$ cat src/rtl/regex_dfa_multictx.sv
// Programmable DFA regex matcher: run-time loaded char-class/transition/accept tables, NUM_CTX stream contexts.
// Latency 1 cycle byte->accept_out; char_rdy drops while cfg_we is high. Optional match counters: REGEX_MATCH_CNT_EN.
// Backpressure: config writes take priority over bytes; one byte per cycle otherwise, no same-ctx hazard.
module regex_dfa_multictx #(
    parameter int STATE_W    = 11,
    parameter int NUM_STATES = 16,
    parameter int CLASS_W    = 3,
    parameter int NUM_CTX    = 4,
    parameter int CTX_W      = 2
) (
    input  logic               clk,
    input  logic               rst_n,
    input  logic               cfg_we,
    input  logic [1:0]         cfg_sel,
    input  logic [15:0]        cfg_addr,
    input  logic [15:0]        cfg_wdata,
    input  logic [7:0]         char_in,
    input  logic               char_in_vld,
    input  logic [CTX_W-1:0]   char_ctx,
    output logic               char_rdy,
    input  logic               ctx_ld,
    input  logic [CTX_W-1:0]   ctx_ld_id,
    input  logic [STATE_W-1:0] ctx_ld_state,
    output logic [STATE_W-1:0] state_out,
    output logic               accept_out,
    output logic [CTX_W-1:0]   accept_ctx,
    input  logic [CTX_W-1:0]   cnt_rd_ctx,
    output logic [15:0]        cnt_rd_data
);
    localparam int NUM_CLASSES = 1 << CLASS_W;
    localparam int SIDX_W      = $clog2(NUM_STATES);
    localparam logic [STATE_W-1:0] STATE_LIM = STATE_W'(NUM_STATES);

    logic [CLASS_W-1:0]    r_class [256];
    logic [STATE_W-1:0]    r_next  [NUM_STATES*NUM_CLASSES];
    logic [NUM_STATES-1:0] r_acc;
    logic [STATE_W-1:0]    r_state [NUM_CTX];
    logic                  r_accept_out;
    logic [CTX_W-1:0]      r_accept_ctx;

    logic [STATE_W-1:0] w_cfg_state;
    logic [CLASS_W-1:0] w_cfg_cls;
    logic               w_cfg_state_ok;
    logic [STATE_W-1:0] w_acc_addr;
    logic               w_acc_addr_ok;
    logic [STATE_W-1:0] w_raw;
    logic [STATE_W-1:0] w_cur;
    logic [CLASS_W-1:0] w_cls;
    logic [STATE_W-1:0] w_nxt_raw;
    logic [STATE_W-1:0] w_ns;
    logic               w_ns_acc;
    logic [STATE_W-1:0] w_ld_state;
    logic               w_ld_hit;
    logic               w_step;

    assign w_cfg_state    = cfg_addr[STATE_W+CLASS_W-1:CLASS_W];
    assign w_cfg_cls      = cfg_addr[CLASS_W-1:0];
    assign w_cfg_state_ok = (w_cfg_state < STATE_LIM);
    assign w_acc_addr     = cfg_addr[STATE_W-1:0];
    assign w_acc_addr_ok  = (w_acc_addr < STATE_LIM);

    // Any out-of-range state (stored or looked up) collapses to the start state.
    assign w_raw     = r_state[char_ctx];
    assign w_cur     = (w_raw < STATE_LIM) ? w_raw : '0;
    assign w_cls     = r_class[char_in];
    assign w_nxt_raw = r_next[{w_cur[SIDX_W-1:0], w_cls}];
    assign w_ns      = (w_nxt_raw < STATE_LIM) ? w_nxt_raw : '0;
    assign w_ns_acc  = r_acc[w_ns[SIDX_W-1:0]];

    assign w_ld_state = (ctx_ld_state < STATE_LIM) ? ctx_ld_state : '0;
    assign w_ld_hit   = ctx_ld && (ctx_ld_id == char_ctx);
    // A same-context load swallows the byte: it is accepted but never stepped.
    assign w_step     = char_in_vld && !cfg_we && !w_ld_hit;

    assign char_rdy   = !cfg_we;
    assign state_out  = w_cur;
    assign accept_out = r_accept_out;
    assign accept_ctx = r_accept_ctx;

    always_ff @(posedge clk or negedge rst_n) begin
        if (!rst_n) begin
            for (int i = 0; i < 256; i++) r_class[i] <= '0;
            for (int i = 0; i < NUM_STATES*NUM_CLASSES; i++) r_next[i] <= '0;
            r_acc <= '0;
        end else if (cfg_we) begin
            if (cfg_sel == 2'd0)
                r_class[cfg_addr[7:0]] <= cfg_wdata[CLASS_W-1:0];
            else if (cfg_sel == 2'd1 && w_cfg_state_ok)
                r_next[{w_cfg_state[SIDX_W-1:0], w_cfg_cls}] <= cfg_wdata[STATE_W-1:0];
            else if (cfg_sel == 2'd2 && w_acc_addr_ok)
                r_acc[w_acc_addr[SIDX_W-1:0]] <= cfg_wdata[0];
        end
    end

    always_ff @(posedge clk or negedge rst_n) begin
        if (!rst_n) begin
            for (int c = 0; c < NUM_CTX; c++) r_state[c] <= '0;
        end else begin
            for (int c = 0; c < NUM_CTX; c++) begin
                if (ctx_ld && ctx_ld_id == CTX_W'(c))
                    r_state[c] <= w_ld_state;
                else if (w_step && char_ctx == CTX_W'(c))
                    r_state[c] <= w_ns;
            end
        end
    end

    always_ff @(posedge clk or negedge rst_n) begin
        if (!rst_n) begin
            r_accept_out <= 1'b0;
            r_accept_ctx <= '0;
        end else if (w_step && w_ns_acc) begin
            r_accept_out <= 1'b1;
            r_accept_ctx <= char_ctx;
        end else begin
            r_accept_out <= 1'b0;
            r_accept_ctx <= '0;
        end
    end

`ifdef REGEX_MATCH_CNT_EN
    logic [15:0] r_cnt [NUM_CTX];

    // Counts accept_out pulses; a load on the context clears it and wins over a same-cycle increment.
    always_ff @(posedge clk or negedge rst_n) begin
        if (!rst_n) begin
            for (int c = 0; c < NUM_CTX; c++) r_cnt[c] <= '0;
        end else begin
            for (int c = 0; c < NUM_CTX; c++) begin
                if (ctx_ld && ctx_ld_id == CTX_W'(c))
                    r_cnt[c] <= '0;
                else if (r_accept_out && r_accept_ctx == CTX_W'(c) && r_cnt[c] != 16'hFFFF)
                    r_cnt[c] <= r_cnt[c] + 16'd1;
            end
        end
    end

    assign cnt_rd_data = r_cnt[cnt_rd_ctx];

    logic w_unused;
    assign w_unused = ^{cfg_addr[15:STATE_W+CLASS_W], cfg_wdata[15:STATE_W]};
`else
    assign cnt_rd_data = 16'h0000;

    logic w_unused;
    assign w_unused = ^{cfg_addr[15:STATE_W+CLASS_W], cfg_wdata[15:STATE_W], cnt_rd_ctx};
`endif

endmodule

$ cat config.mk
export PLATFORM = sky130hd
export DESIGN_NAME = regex_dfa_multictx
export DESIGN_NICKNAME = d
export VERILOG_FILES = /design/src/rtl/regex_dfa_multictx.sv
export SDC_FILE = /design/constraint.sdc
export NUM_CORES = 2
export LEC_CHECK = 0
export CAP_MARGIN = 20
export CORE_MARGIN = 8
export CORE_UTILIZATION = 49
export CTS_BUF_LIST = sky130_fd_sc_hd__clkbuf_4 sky130_fd_sc_hd__clkbuf_8 sky130_fd_sc_hd__clkbuf_16
export CTS_CLUSTER_SIZE = 28
export DETAILED_ROUTE_END_ITERATION = 10
export HOLD_SLACK_MARGIN = 0.08
export MAX_ROUTING_LAYER = met4
export PLACE_DENSITY = 0.69
export SLEW_MARGIN = 20
export SYNTH_ARGS = -nofsm -noshare
export SYNTH_HDL_FRONTEND = slang
export SYNTH_SLANG_ARGS = --single-unit
$ cat constraint.sdc
create_clock -name clk -period 11.8 [get_ports clk]
set_input_delay 2.36 -clock clk [delete_from_list [all_inputs] [get_ports clk]]
set_output_delay 2.36 -clock clk [all_outputs]
set_load 0.05 [all_outputs]
== After elaboration in Yosys (flattened, before gate mapping) ==
Index checks and enable logic that the tools add are counted.
Word-level totals
  register bits after elaboration: 2239
  bits in latches: 0
  memory bits (writable): 0
  bits in read-only memories: 0
  input bits: 64
  output and inout bits: 31
  word-level logic and storage cells: 484
  memories kept: 0
Operators by class
  add/sub/neg operators: 0
  multipliers: 0
  divide/modulo/power cells: 0
  order comparisons: 15
  equality and inequality tests: 9
  shifts and indexed selects: 0
  multiplexer cells: 33
  bitwise operators: 7
  reduce and logical (&&, ||, !) cells: 29
Operator list (number)
  1408-bit bitwise mux: 1
  768-bit bitwise mux: 1
  11-bit two-way mux: 16
  11-bit binary-select mux with 7-bit select: 1
  11-bit demux with 7-bit select: 1
  11-bit by 5-bit less-than comparator with 1-bit output, second input constant: 5
  3-bit binary-select mux with 8-bit select: 1
  3-bit demux with 8-bit select: 1
  11-bit binary-select mux with 2-bit select: 1
  9-bit greater-or-equal comparator, second input constant: 2
  8-bit NOT with 9-bit output: 2
  1-bit logical AND: 17
  16-bit bitwise mux: 1
  8-bit greater-or-equal comparator, second input constant: 2
  7-bit NOT with 8-bit output: 2
  2-bit equality test, second input constant: 5
  4-bit by 5-bit less-than comparator with 1-bit output, second input constant: 2
  9-bit by 1-bit less-than comparator with 1-bit output, second input constant: 1
  3-bit two-way mux: 3
  8-bit by 1-bit less-than comparator with 1-bit output, second input constant: 1
  2-bit nonzero test: 4
  2-bit by 1-bit equality test with 1-bit output, second input constant: 3
  2-bit zero test: 3
  1-bit binary-select mux with 4-bit select: 1
  other kinds (12): 16

== Logic depth before layout (Yosys ltp) ==
  depth in word-level cells: 16
  mapped depth: 28
  mapped depth without buffers: 17

== Worst setup path after synthesis ==
No wires, ideal clock.
  kind: input -> output
  start: in char_ctx[1]
  end: out state_out[0]
  data arrival time: 5.326 ns
  required time: 9.440 ns
  slack: 4.114 ns
  stages: 13
  path buffers: 8
  cells stage by stage: clkbuf_1 > nor4b_1 > nand2_1 > nand3_1 > nand3_1 > inv_1 > clkbuf_1 > buf_1 > buf_2 > buf_2 > buf_2 > buf_2 > buf_2
Between the ends
  word-level cells in the longest chain between the ends: 6
Ends and longest elaborated chain
  start, declared: RTL line 19  | input logic [CTX_W-1:0] char_ctx,
  2-bit NOT with 3-bit output (not written as such) (*): RTL line 63  | assign w_raw = r_state[char_ctx];
  11-bit binary-select mux with 2-bit select (*): RTL line 63
  11-bit two-way mux (not written as such) (*) (2 in series): RTL line 63
  11-bit by 5-bit less-than comparator with 1-bit output: RTL line 64  | assign w_cur = (w_raw < STATE_LIM) ? w_raw : '0;
  11-bit two-way mux (*): RTL line 64
  end, declared: RTL line 24  | output logic [STATE_W-1:0] state_out,
Every way passes the cells marked *; elsewhere a longest branch is shown, timed or not. The select of a mux whose other input is x is not followed.

== Worst setup path after layout ==
  start: in char_in[0]
  end: reg r_accept_out (netlist: accept_out)
Between the ends
  word-level cells in the longest chain between the ends: 14
Ends and longest elaborated chain
  start, declared: RTL line 17  | input logic [7:0] char_in,
  8-bit NOT with 9-bit output (not written as such) (*): RTL line 65  | assign w_cls = r_class[char_in];
  3-bit binary-select mux with 8-bit select (*): RTL line 65
  3-bit two-way mux (not written as such) (*) (2 in series): RTL line 65
  7-bit NOT with 8-bit output (not written as such) (*): RTL line 66  | assign w_nxt_raw = r_next[{w_cur[SIDX_W-1:0], w_cls}];
  11-bit binary-select mux with 7-bit select (*): RTL line 66
  11-bit two-way mux (not written as such) (*) (2 in series): RTL line 66
  11-bit by 5-bit less-than comparator with 1-bit output: RTL line 67  | assign w_ns = (w_nxt_raw < STATE_LIM) ? w_nxt_raw : '0;
  11-bit two-way mux (*): RTL line 67
  1-bit binary-select mux with 4-bit select (*): RTL line 68  | assign w_ns_acc = r_acc[w_ns[SIDX_W-1:0]];
  1-bit two-way mux (not written as such) (*): RTL line 68
  1-bit logical AND (*): RTL line 112  | end else if (w_step && w_ns_acc) begin
  1-bit two-way mux (*): RTL line 112
  end signal, assigned: RTL line 110  | r_accept_out <= 1'b0;
  end signal, assigned: RTL line 113  | r_accept_out <= 1'b1;
  end signal, assigned: RTL line 116  | r_accept_out <= 1'b0;
  end, declared: RTL line 38  | logic r_accept_out;
Marks and branches as above.
A chain may end at the register's enable or synchronous reset.

==> metrics.md <==
| Metric | Value |
|---|---|
| Status | `finished, final reports clean` |
| Logic pwr share | `8.6%` |
| Ys Warns | `0` |
| Clock share of power | `44.9%` |
| Top-count cell post-synth | `dfrtp_1` |
| I/O Pins | `95` |
| Worst Reg2Reg Path Length in Cells | `16` |
| Cell area after layout | `roughly 110000 um2` |
| VDD IR max | `164 uV` |
| Critical Path Fanout Max | `76` |
| Post-DP HPWL | `about 170 mm` |
| Vias | `between 60000 and 70000` |
| Vias per cell | `~6.2` |
| First-pass GRT wire length | `about 430 mm` |
| Hold buffer count at CTS | `0` |
| Setup-failing EPs final | `0` |
| Post-Route Setup TNS | `0 ns` |
| Internal power | `roughly 0.013 W` |
| Slew Limit Fails | `0` |
| PD cells | `147 nW/um2` |
| MaxCap Viol Count | `0` |
| Post-CTS sizing | `0` |
| Largest cells by area after synthesis | `dfrtp_1 (55%), mux2_2 (25%), mux4_2 (3.7%)` |
| Switching part of the total power | `about 25%` |
| Worst-skew pair later-pin latency | `roughly 0.86 ns` |
| Headroom to the max-slew limit | `between 20% and 30%` |
| Reg-to-reg endpoint | `accept_out` |
| Min-Delay Path Class | `flop to flop` |
| Crit Reg-Reg Startpoint | `r_class[760]` |
| Critical path class | `input pin to flop` |
| Synth Flop Type | `dfrtp_1` |
| Final period util | `between 70 and 80%` |
| P_leak | `54.5 nW` |
| CP required | `12.56 ns` |
| Worst Hold Launch | `r_state[33]` |
| Post-synth EDFFs | `0` |
| Die ar. | `about 220000 um2` |
| Num CTS Buffers | `about 220` |
| Post-synth top cells | `dfrtp_1 (2239), mux2_2 (2223), nand2_1 (549), mux2i_1 (360), clkbuf_1 (344)` |
| TritonCTS clock tree | `yes` |
| Fin crit period | `9.33 ns` |
| Placeable Area | `207000 um2` |
| Total congestion overflow | `0` |
| Post-Syn Area per Cell | `roughly 13 um2` |
| Sequential area share after synthesis | `54.8%` |
| Worst Hold Endpoint | `r_state[33]` |
| Routed WL per cell | `around 27 um` |
| Routed wire length | `~280 mm` |
| Clk pin slew, worst setup/hold paths | `about 0.060 ns` |
| Final Hold Viols | `0` |
| # fillers | `between 15000 and 20000` |
| Die height | `473 um` |
| 1st-iter DRT viols | `5756` |
| Flops & latches, synth | `roughly 2200` |
| WP data arrival | `10.09 ns` |
| Htree depth | `4` |
| CP Launch Type | `input pin` |
| CTS max path bufs | `3` |
| Clock skew | `slightly below 0.07 ns` |
| Die Wd | `roughly 470 um` |
| Worst-margin pin slew | `roughly 1.2 ns` |
| PortBufs | `62` |
| Synth cell types | `94` |
| Total Routing Usage GR | `around 25%` |
| Share of flip-flops with an asynchronous set or reset | `100%` |
| Initial Utilization | `49.3%` |
| Post-CTS Setup Inserts | `0` |
| Worst R2R Setup Slack | `roughly 4.8 ns` |
| Post-Syn Instances | `7625` |
| First-pass DRT Iterations | `6` |
| Post-route ant nets | `0` |
| Num rows | `approximately 170` |
| FMAX | `107 MHz` |
| Psw | `0.00413 W` |
| Clk sink count | `~2200` |
| Nets | `about 7500` |
| Synthesized cell area | `a little over 100000 um2` |
| Area share of the largest cell type after synthesis | `between 50 and 60%` |
| RSZ-0062 raised after global routing | `no` |
| CP Capture Type | `flop` |
| WHS Path Cells | `2` |
| Flop pwr share | `a little under half` |
| GP Congestion | `approximately 0.86` |
| Area growth from synthesis to layout | `10.5%` |
| Largest net degree at the start of global routing | `approximately 190` |
| Root Driver | `clkbuf_16` |
| Synth area leader | `dfrtp_1` |
| Initial antenna violation count | `5` |
| Vias in the first global route | `~67000` |
| DRC viols | `0` |
| Fraction of layout cells with a size suffix above 1 | `roughly two fifths` |
| Dpl cell area | `~100000 um2` |
per-stage QoR:
stage / hold WS (ns) / util [%] / power (W) / worst slack, ns / cells
after floorplan: 0.448 / - / 0.00866 / 4.11 / 7647
after global placement: 0.461 / 50.5 / 0.00928 / 1.75 / 9974
after detailed placement: 0.473 / 50.5 / 0.00930 / 1.71 / 9978
after CTS: 0.491 / 54.3 / 0.0167 / 2.64 / 10400
after global routing: 0.507 / 54.4 / 0.0171 / 2.18 / 10400
final: 0.488 / 54.4 / 0.0166 / 2.47 / 10400
registers in the layout, indices dropped and copies added (netlist names):
register    count
accept_out      1
r_acc          16
accept_ctx      2
r_class       768
r_state        44
r_next       1408
final cells by class:
| cell class | count | area (um2) | share of cell area (%) |
|---|---|---|---|
| repair buffers | 217 | 2100 | 1.86 |
| flip-flops and latches | 2239 | 56000 | 49.6 |
| multi-input cells | 4728 | 43300 | 38.4 |
| diodes | 4 | 10.0 | 0.00887 |
| inverters | 11 | 43.8 | 0.0388 |
| clock buffers | 339 | 6870 | 6.09 |
| well taps | 2788 | 3490 | 3.09 |
| clock inverters | 74 | 1000 | 0.886 |
routing by layer:
metal / vias to the layer above / wire length, um / track usage (%)
met2: 2102 / 130000 / 38.9
li1: 27200 / - / -
met3: 577 / 18600 / 4.71
met5: - / 0 / -
met4: 0 / 10600 / 9.08
met1: 34300 / 119000 / 33.8
worst max path at each step:
stage / cells after the start / slack, ns / endpoint / startpoint
finish: 19 / 2.47 / accept_out / char_in[0]
global route: 20 / 2.18 / accept_ctx[1] / char_in[0]
CTS: 19 / 2.64 / accept_out / char_in[0]
detailed placement: 19 / 1.71 / accept_out / char_in[0]
global placement: 19 / 1.75 / accept_out / char_in[0]
floorplan: 13 / 4.11 / state_out[0] / char_ctx[1]
cell usage in the layout, fill, tap and decap left out, types with 12 or more instances in the layout:
| master | n |
|---|---|
| clkbuf_16 | 225 |
| mux2i_1 | 360 |
| a22oi_1 | 39 |
| nand3_1 | 88 |
| nand2b_1 | 17 |
| and2_1 | 15 |
| conb_1 | 23 |
| o41ai_1 | 36 |
| nor3_1 | 257 |
| nand4_1 | 12 |
| nor4_1 | 71 |
| o22ai_1 | 20 |
| or3_1 | 27 |
| a211oi_1 | 26 |
| nand2_1 | 544 |
| nor2_2 | 74 |
| clkinv_2 | 37 |
| dfrtp_1 | 2239 |
| mux2_2 | 2223 |
| a32oi_1 | 16 |
| o21ai_0 | 49 |
| a31oi_1 | 15 |
| clkbuf_8 | 61 |
| buf_12 | 22 |
| a221oi_1 | 22 |
| mux4_2 | 169 |
| o31ai_1 | 16 |
| a21oi_1 | 60 |
| nor2b_1 | 17 |
| clkdlybuf4s50_1 | 45 |
| a311oi_1 | 20 |
| o311ai_0 | 20 |
| bufinv_16 | 18 |
| nor2_1 | 220 |
| buf_4 | 136 |
| clkbuf_4 | 53 |
| o221ai_1 | 16 |
| and3_1 | 64 |
cell families (layout without fill, tap and decap cells):
logic type	Yosys count	count (layout)	synth area share, %
buf+inv	680	641	3.18
other cells	1	27	0.00367
compound gates	464	464	3.48
flops	2239	2239	54.8
mux	2753	2753	31.8
simple gates	1486	1486	6.71
xor+xnor	2	2	0.0171
power groups by stage:
stage | combinational (W) | sequential (W) | clock [W]
6_report | 0.00142 | 0.00775 | 0.00747
5_1_grt | 0.00150 | 0.00775 | 0.00790
4_1_cts | 0.00141 | 0.00775 | 0.00757
3_5_place_dp | 0.00141 | 0.00789 | 0
3_3_place_gp | 0.00140 | 0.00788 | 0
2_1_floorplan | 0.000781 | 0.00788 | 0
critical path: stages:
cell	delay, ns
buf_8	0.65
buf_4	0.63
nand2b_1	0.28
a2bb2oi_1	0.24
a21oi_1	0.13
a311oi_1	0.34
and4_1	0.49
or3_4	0.67
buf_12	0.41
nor2_2	0.07
buf_4	0.24
a221o_1	0.37
a221oi_1	0.49
a311oi_1	0.19
and3_1	0.30
nor4_1	0.94
mux2_2	0.43
o221a_1	0.36
nor3b_1	0.25
No activity file was read; power rests on OpenSTA's default activity.
